**src/rtl/writeback_unit_csr.sv**
```systemverilog
// -----------------------------------------------------------------------------
// writeback_unit_csr
//
// Writeback stage of the base single-issue RISC-V pipeline. It picks the
// register-file write data from one of three sources and passes the write
// enable and the destination index straight through to the register file.
// The write path is purely combinational, with zero latency.
//
// A free-running 32-bit cycle counter is the only state in the block. It
// exists to timestamp a simulation-only scan/debug print.
//
// Ports
//   clock                input  system clock; state updates on the rising edge
//   reset                input  synchronous, active-low; clears the counter only
//   opWrite              input  instruction writes the register file
//   opSel                input  0 = ALU result, 1 = memory load data
//   CSR_read_data_valid  input  CSR read data present; overrides opSel
//   opReg                input  destination register index (5 bits)
//   ALU_result           input  execute-stage result
//   CSR_read_data        input  data read from the CSR file
//   memory_data          input  load data, already aligned and extended upstream
//   write                output register-file write enable (= opWrite)
//   write_reg            output register-file write address (= opReg)
//   write_data           output register-file write data
//   scan                 input  enables the simulation debug print
//
// Handshake: none. There is no valid/ready pair and no stall input. Bubbles
// and stalls arrive from upstream as opWrite = 0, and this stage forwards
// whatever it is given in the same cycle.
// -----------------------------------------------------------------------------
module writeback_unit_csr #(
  parameter int          CORE            = 0,
  parameter int          DATA_WIDTH      = 32,
  parameter logic [31:0] SCAN_CYCLES_MIN = 32'd0,
  parameter logic [31:0] SCAN_CYCLES_MAX = 32'd1000
) (
  input  logic                  clock,
  input  logic                  reset,
  input  logic                  opWrite,
  input  logic                  opSel,
  input  logic                  CSR_read_data_valid,
  input  logic [4:0]            opReg,
  input  logic [DATA_WIDTH-1:0] ALU_result,
  input  logic [DATA_WIDTH-1:0] CSR_read_data,
  input  logic [DATA_WIDTH-1:0] memory_data,
  output logic                  write,
  output logic [4:0]            write_reg,
  output logic [DATA_WIDTH-1:0] write_data,
  input  logic                  scan
);

  // ---------------------------------------------------------------------------
  // Write path. Not gated by reset: the outputs track their inputs even while
  // reset is asserted. Writes to x0 are not suppressed here; the register file
  // discards them.
  // ---------------------------------------------------------------------------
  assign write     = opWrite;
  assign write_reg = opReg;

  // CSR data wins over the opSel choice whenever it is valid.
  always_comb begin
    write_data = ALU_result;
    if (CSR_read_data_valid) begin
      write_data = CSR_read_data;
    end else if (opSel) begin
      write_data = memory_data;
    end
  end

  // ---------------------------------------------------------------------------
  // Cycle counter. Wraps naturally from 0xFFFFFFFF to 0.
  // ---------------------------------------------------------------------------
  logic [31:0] cycles_q;
  logic [31:0] cycles_d;

  assign cycles_d = cycles_q + 32'd1;

  always_ff @(posedge clock) begin
    if (!reset) begin
      cycles_q <= 32'd0;
    end else begin
      cycles_q <= cycles_d;
    end
  end

`ifndef SYNTHESIS
  // ---------------------------------------------------------------------------
  // Scan/debug print. Observes only; it drives nothing.
  // The window test is done as a signed 33-bit compare so that a zero lower
  // bound does not turn into a constant-true unsigned comparison.
  // ---------------------------------------------------------------------------
  logic in_window;

  assign in_window =
      ($signed({1'b0, cycles_q}) >= $signed({1'b0, SCAN_CYCLES_MIN})) &&
      ($signed({1'b0, cycles_q}) <= $signed({1'b0, SCAN_CYCLES_MAX}));

  always @(posedge clock) begin
    if (scan && in_window) begin
      $display("[scan] core=%0d cycle=%0d opWrite=%0b opSel=%0b csr_valid=%0b opReg=%0d alu=%h mem=%h csr=%h | write=%0b write_reg=%0d write_data=%h",
               CORE, cycles_q, opWrite, opSel, CSR_read_data_valid, opReg,
               ALU_result, memory_data, CSR_read_data,
               write, write_reg, write_data);
    end
  end
`endif

endmodule

```
**config.mk**
```make
export PLATFORM = sky130hd
export DESIGN_NAME = writeback_unit_csr
export DESIGN_NICKNAME = d
export VERILOG_FILES = /design/src/rtl/writeback_unit_csr.sv
export SDC_FILE = /design/constraint.sdc
export NUM_CORES = 1
export LEC_CHECK = 0
export CAP_MARGIN = 25
export CORE_UTILIZATION = 19
export DETAILED_ROUTE_END_ITERATION = 10
export GPL_ROUTABILITY_DRIVEN = 0
export PLACE_DENSITY = 0.79
export SETUP_SLACK_MARGIN = 0.3
export SLEW_MARGIN = 40
export SYNTH_ARGS = -nofsm -noshare
export SYNTH_HDL_FRONTEND = slang
export SYNTH_SLANG_ARGS = --single-unit
```
**constraint.sdc**
```tcl
create_clock -name vclk -period 0.8
set_clock_uncertainty 0.05 [all_clocks]
set_input_delay 0.16 -clock vclk [all_inputs]
set_output_delay 0.16 -clock vclk [all_outputs]
set_load 0.01 [all_outputs]
```
==> flow_summary.json, run 1 <==
{
  "run_status": "complete, but fails checks",
  "violated_checks": "setup timing",
  "mappedNetlistArea_um2": 759,
  "critical_path.max_fanout": 5,
  "netlist.top_cell.by_area": "sky130_fd_sc_hd__mux2i_1",
  "vias_per_cell": 4.35,
  "final_setup_slack_of_the_worst_path_ps": -253,
  "wirelength_um": 3130,
  "power.share.clock_pct": 0,
  "chipHeight_um": 65.2,
  "detailroute.via_count": 1223,
  "drt_first_pass_iters": 2,
  "timing.critical_path.slowest_stage_cell": "sky130_fd_sc_hd__mux2i_2",
  "switching_component_of_the_power_w": 0.000386,
  "ir_worst_vdd_v": 0.000250,
  "synth_area_leaders": "sky130_fd_sc_hd__mux2i_1 42%, sky130_fd_sc_hd__o21ai_1 18%, sky130_fd_sc_hd__nand2_1 16%",
  "area_delta_synth_final_pct": 148,
  "antenna_violations_before_repair": 0,
  "largest_net_degree_at_the_start_of_global_routing": 33,
  "yosys.cell_types.count": 9,
  "ioPinCount": 145,
  "holdWs_ps": 270,
  "number_of_fill_cells": 438,
  "holdCritStartpoint": "opReg[0]",
  "post_layout_nonfiller_instances": 281,
  "synth_top_area_share_pct": 42.2,
  "post_synth_inst_count": 113,
  "final.setup.tns_ps": -6950,
  "synth.yosys.warnings": 0,
  "antenna-diode-count": 0,
  "hold_end": "write_reg[0]",
  "drv.max_cap_violation_count": 0,
  "rsz0062_at_grt": "true",
  "final_layout_size_suffix_gt1_share_pct": 23.2,
  "power.share.sequential_pct": 0,
  "timing.setup.critical_path_class": "input port to output port",
  "grt-ovfl-total": 0,
  "hp-class": "input port to output port",
  "clkbuf_count": 0,
  "route.antenna.remaining_nets": 0,
  "first_global_vias": 1109,
  "pre_cts_slack_ps": -794,
  "worst_slew_pin_slew_ps": 175,
  "multiInputGateArea_um2": 657,
  "worstPathCellList": "buf_12 > buf_4 > mux2i_2 > o21ai_2 > buf_2",
  "syn-mean-instance-area_um2": 6.72,
  "port-buffer-count": 130,
  "place.detailed.instances": 279,
  "cp_top_family": "buffers and inverters",
  "post-cts-setup-buffer-count": 0,
  "synth_seq_area_share_pct": 0,
  "initialDrtViolationCount": 8,
  "die_width_um": 65.2,
  "design.die.area_um2": 4250,
  "num-nets-final": 342,
  "max-slew-margin-rel_pct": 88.1,
  "critPathRequiredTime_ps": 590,
  "grtUsageTotal_pct": 13.2,
  "timing.fmax_ghz": 0.950,
  "dpl.hpwl_um": 2590,
  "final_critical_path_share_of_the_clock_period_pct": 132,
  "p_sw_share_pct": 40.7,
  "critical_path.startpoint_type": "input port",
  "floorplan.core_area_um2": 3740,
  "worst_setup_path_end_kind": "output port",
  "register_area_um2": 0,
  "internal_power_w": 0.000561,
  "min_path_cells": 0,
  "arrival_ps": 840,
  "remaining_drc_errors": 0,
  "worstPathBufferInverterCount": 3,
  "critPathMaxStageDelay_ps": 230,
  "grt_first_pass_wirelength_um": 4660,
  "p_total_w": 0.000946,
  "power.density_cell_area_nw_per_um2": 503,
  "timing.final.max_slew_violations": 0,
  "finalHoldViolations": 0,
  "fp-row-count": 22,
  "setup_violations": 32,
  "wl_per_cell_um": 11.1,
  "synth_fp_nets": 220,
  "power_frac_comb_pct": 100.0,
  "final.min_clock_period_ps": 1050,
  "layout.sequential_cells": 0,
  "pleak_nw": 1.01,
  "ctsHoldBuffers": 0,
  "floorplan.initialDensity_pct": 20.3
}
## cell usage after synthesis
library cell	n
sky130_fd_sc_hd__mux2i_1	32
sky130_fd_sc_hd__nand2_1	32
sky130_fd_sc_hd__o21ai_1	28
sky130_fd_sc_hd__buf_2	7
sky130_fd_sc_hd__buf_4	6
sky130_fd_sc_hd__buf_12	3
sky130_fd_sc_hd__o21ai_0	2
sky130_fd_sc_hd__o21ai_2	2
sky130_fd_sc_hd__buf_6	1
## worst max-delay path by stage
stage                               start              to  cells past startpoint
after global placement    memory_data[19]  write_data[19]                      4
after CTS                           opSel   write_data[7]                      5
final                               opSel  write_data[31]                      5
after global routing                opSel  write_data[31]                      5
after detailed placement    ALU_result[4]   write_data[4]                      4
after floorplan                     opSel   write_data[0]                      4
## placed cells by master, fill, tap and decap left out
master / netlist / final
sky130_fd_sc_hd__dlygate4sd2_1: 0 / 96
sky130_fd_sc_hd__buf_2: 7 / 33
sky130_fd_sc_hd__nand2_1: 32 / 31
sky130_fd_sc_hd__o21ai_1: 28 / 28
sky130_fd_sc_hd__mux2i_1: 32 / 24
sky130_fd_sc_hd__mux2i_2: 0 / 7
sky130_fd_sc_hd__buf_12: 3 / 5
sky130_fd_sc_hd__o21ai_2: 2 / 4
sky130_fd_sc_hd__mux2i_4: 0 / 1
sky130_fd_sc_hd__nand2_2: 0 / 1
sky130_fd_sc_hd__buf_16: 0 / 1
sky130_fd_sc_hd__clkbuf_16: 0 / 1
sky130_fd_sc_hd__buf_4: 6 / 1
## power by group through the flow
stage | Sequential [W] | Combinational, W | Clock (W)
3_3_place_gp | 0 | 0.00118 | 0
6_report | 0 | 0.000946 | 0
3_5_place_dp | 0 | 0.00119 | 0
4_1_cts | 0 | 0.000922 | 0
2_1_floorplan | 0 | 0.000457 | 0
5_1_grt | 0 | 0.00103 | 0
## repair_timing
item | 4_1_cts | 5_1_grt
endpoints found under the setup margin | 32 | 32
pin swaps | 32 | 25
cloned | 1 | 1
resized for setup | 231 | 7
## cell families (layout without fill, tap and decap cells)
group | after synthesis | count (layout) | share of synthesized area (%)
muxes | 32 | 32 | 42.2
buffers and inverters | 17 | 137 | 19.9
AOI/OAI and AO/OA | 32 | 32 | 22.1
and+or+nand+nor | 32 | 32 | 15.8
## metrics by stage
step	area, um^2	utilization (%)
final	1880	50.3
after CTS	1830	48.9
after floorplan	797	-
after detailed placement	2060	54.9
after global routing	1880	50.3
after global placement	2060	54.9
## cell type report
class	count	area share, %
repair buffers	137	61.9
well taps	48	3.19
multi-input cells	96	34.9
## routing by layer
metal	vias up	part of all wire (%)	GRT usage, %
li1	634	-	-
met1	523	39	14.5
met2	66	51	27.4
met3	0	9.4	2.08
met4	0	0	0
met5	-	0	0
(Power assumes the default switching activity.)
==> run 2: changes to the inputs <==
ABC_AREA = 1   (was not set)
CORE_UTILIZATION = 23   (was 19)
PLACE_DENSITY = 0.77   (was 0.79)
clock period = 0.85 ns   (was 0.8 ns; I/O delays follow)
==> flow_summary.json, run 2 <==
{
  "post_layout_nonfiller_instances": 424,
  "dpl.hpwl_um": 3570,
  "worst_setup_path_end_kind": "output port",
  "post_dp_cell_area_um2": 2450,
  "synth.most_common_cell": "sky130_fd_sc_hd__nand2_1",
  "critPathMaxStageDelay_ps": 140,
  "final_critical_path_share_of_the_clock_period_pct": 122,
  "antenna_violations_before_repair": 0,
  "worstPathCellList": "buf_12 > clkinv_8 > buf_12 > buf_12 > nand3_4 > nand2_2 > buf_6",
  "floorplan.initialDensity_pct": 24.0,
  "critical_path.max_fanout": 7,
  "ioPinCount": 145,
  "timing.setup.critical_path_class": "input port to output port",
  "power.density_cell_area_nw_per_um2": 502,
  "arrival_ps": 820,
  "violated_checks": "setup timing",
  "p_total_w": 0.00147,
  "worst_slew_pin_slew_ps": 126,
  "syn-mean-instance-area_um2": 4.27,
  "drv.max_cap_violation_count": 0,
  "synth.yosys.warnings": 0,
  "layout_commonest_cell": "sky130_fd_sc_hd__dlygate4sd2_1",
  "timing.final.max_slew_violations": 0,
  "area_delta_synth_final_pct": 178,
  "cp_top_family": "buffers and inverters",
  "route.antenna.remaining_nets": 0,
  "rsz0062_at_grt": "true",
  "cp_common_cell": "sky130_fd_sc_hd__buf_12",
  "worstPathBufferInverterCount": 5,
  "detailroute.via_count": 1848,
  "pleak_nw": 1.75,
  "grt-ovfl-total": 0,
  "final.setup.tns_ps": -4750,
  "antenna-diode-count": 0,
  "ir_worst_vdd_v": 0.000236,
  "final_setup_slack_of_the_worst_path_ps": -191,
  "register_area_um2": 0,
  "final.min_clock_period_ps": 1040,
  "final_layout_size_suffix_gt1_share_pct": 40.3,
  "layout_common_cells": "88 x sky130_fd_sc_hd__dlygate4sd2_1, 69 x sky130_fd_sc_hd__nand2_1, 56 x sky130_fd_sc_hd__inv_1",
  "num-nets-final": 481,
  "layout.sequential_cells": 0,
  "synth_area_leaders": "sky130_fd_sc_hd__nand2_1 46%, sky130_fd_sc_hd__inv_1 23%, sky130_fd_sc_hd__nand3_1 15%",
  "hold_end": "write",
  "first_global_vias": 1861,
  "mappedNetlistArea_um2": 1050,
  "yosys.cell_types.count": 7,
  "initialDrtViolationCount": 54,
  "vias_per_cell": 4.36,
  "timing.fmax_ghz": 0.961,
  "grt_first_pass_wirelength_um": 8110,
  "fp-row-count": 24,
  "final_area_um2": 2920,
  "finalHoldViolations": 0,
  "largest_net_degree_at_the_start_of_global_routing": 17,
  "synth_fp_nets": 353,
  "critPathRequiredTime_ps": 630,
  "grtUsageTotal_pct": 19.9,
  "depth_of_the_critical_timing_path_with_buffers_and_inverters_included": 7,
  "clkbuf_count": 0,
  "ctsHoldBuffers": 0,
  "holdWs_ps": 290,
  "synth_top_area_share_pct": 45.7,
  "remaining_drc_errors": 0,
  "hp-class": "input port to output port",
  "setup_violations": 32,
  "max-slew-margin-rel_pct": 91.6,
  "run_status": "complete, but fails checks",
  "die_width_um": 69.6,
  "synth_seq_area_share_pct": 0,
  "chipHeight_um": 69.6,
  "wirelength_um": 5140,
  "synth_common_cells": "128 x sky130_fd_sc_hd__nand2_1, 64 x sky130_fd_sc_hd__inv_1, 32 x sky130_fd_sc_hd__nand3_1",
  "critical_path.startpoint_type": "input port",
  "place.detailed.instances": 418,
  "design.die.area_um2": 4840,
  "post_synth_inst_count": 246,
  "wl_per_cell_um": 12.1,
  "netlist.top_cell.by_area": "sky130_fd_sc_hd__nand2_1",
  "floorplan.core_area_um2": 4380,
  "min_path_cells": 0,
  "drt_first_pass_iters": 4,
  "timing.critical_path.slowest_stage_cell": "sky130_fd_sc_hd__buf_12",
  "holdCritStartpoint": "opWrite",
  "port-buffer-count": 130
}
run 2: cell type report:
class / instances / area [um^2]
timing repair buffer: 145 / 1510
fill: 426 / 1460
multi-input combinational: 160 / 1050
inverter: 66 / 273
tap: 52 / 65.1
timing repair inverter: 1 / 16.3
run 2: how the worst max path moves through the flow:
| stage | startpoint | to | slack, ps |
|---|---|---|---|
| 4_1_cts | CSR_read_data_valid | write_data[18] | -200 |
| 5_1_grt | CSR_read_data_valid | write_data[18] | -220 |
| 3_3_place_gp | opSel | write_data[5] | -1060 |
| 2_1_floorplan | opSel | write_data[10] | -20 |
| 6_report | CSR_read_data_valid | write_data[18] | -190 |
| 3_5_place_dp | opSel | write_data[22] | -1080 |
run 2: what timing repair did:
action,4_1_cts,5_1_grt
setup buffers,1,1
pin swaps,100,38
resized for setup,339,49
gates cloned,3,1
setup endpoints to repair,32,32
run 2: kinds of logic (layout without fill, tap and decap cells):
logic type	count (synthesis)	after routing	share of synthesized area (%)
simple gates	160	160	61.0
buf+inv	86	212	39.0
run 2: power breakdown:
part           internal, W  total [W]  switching [W]
clock network            0          0              0
logic             0.000817    0.00147       0.000649
registers                0          0              0
total             0.000817    0.00147       0.000649
run 2: metal layers:
layer / GRT usage [%] / routed length (um) / vias up
met5: 0 / 0 / -
met4: 0.680 / 14 / 0
met3: 2.47 / 294 / 2
met2: 39.7 / 2930 / 73
met1: 23.3 / 1900 / 831
li1: - / - / 942
run 2: through the flow:
stage | setup slack, ps | utilization, %
6_report | -191 | 66.6
3_5_place_dp | -1080 | 55.8
3_3_place_gp | -1060 | 55.8
4_1_cts | -200 | 61.8
5_1_grt | -223 | 66.6
2_1_floorplan | -15.2 | -
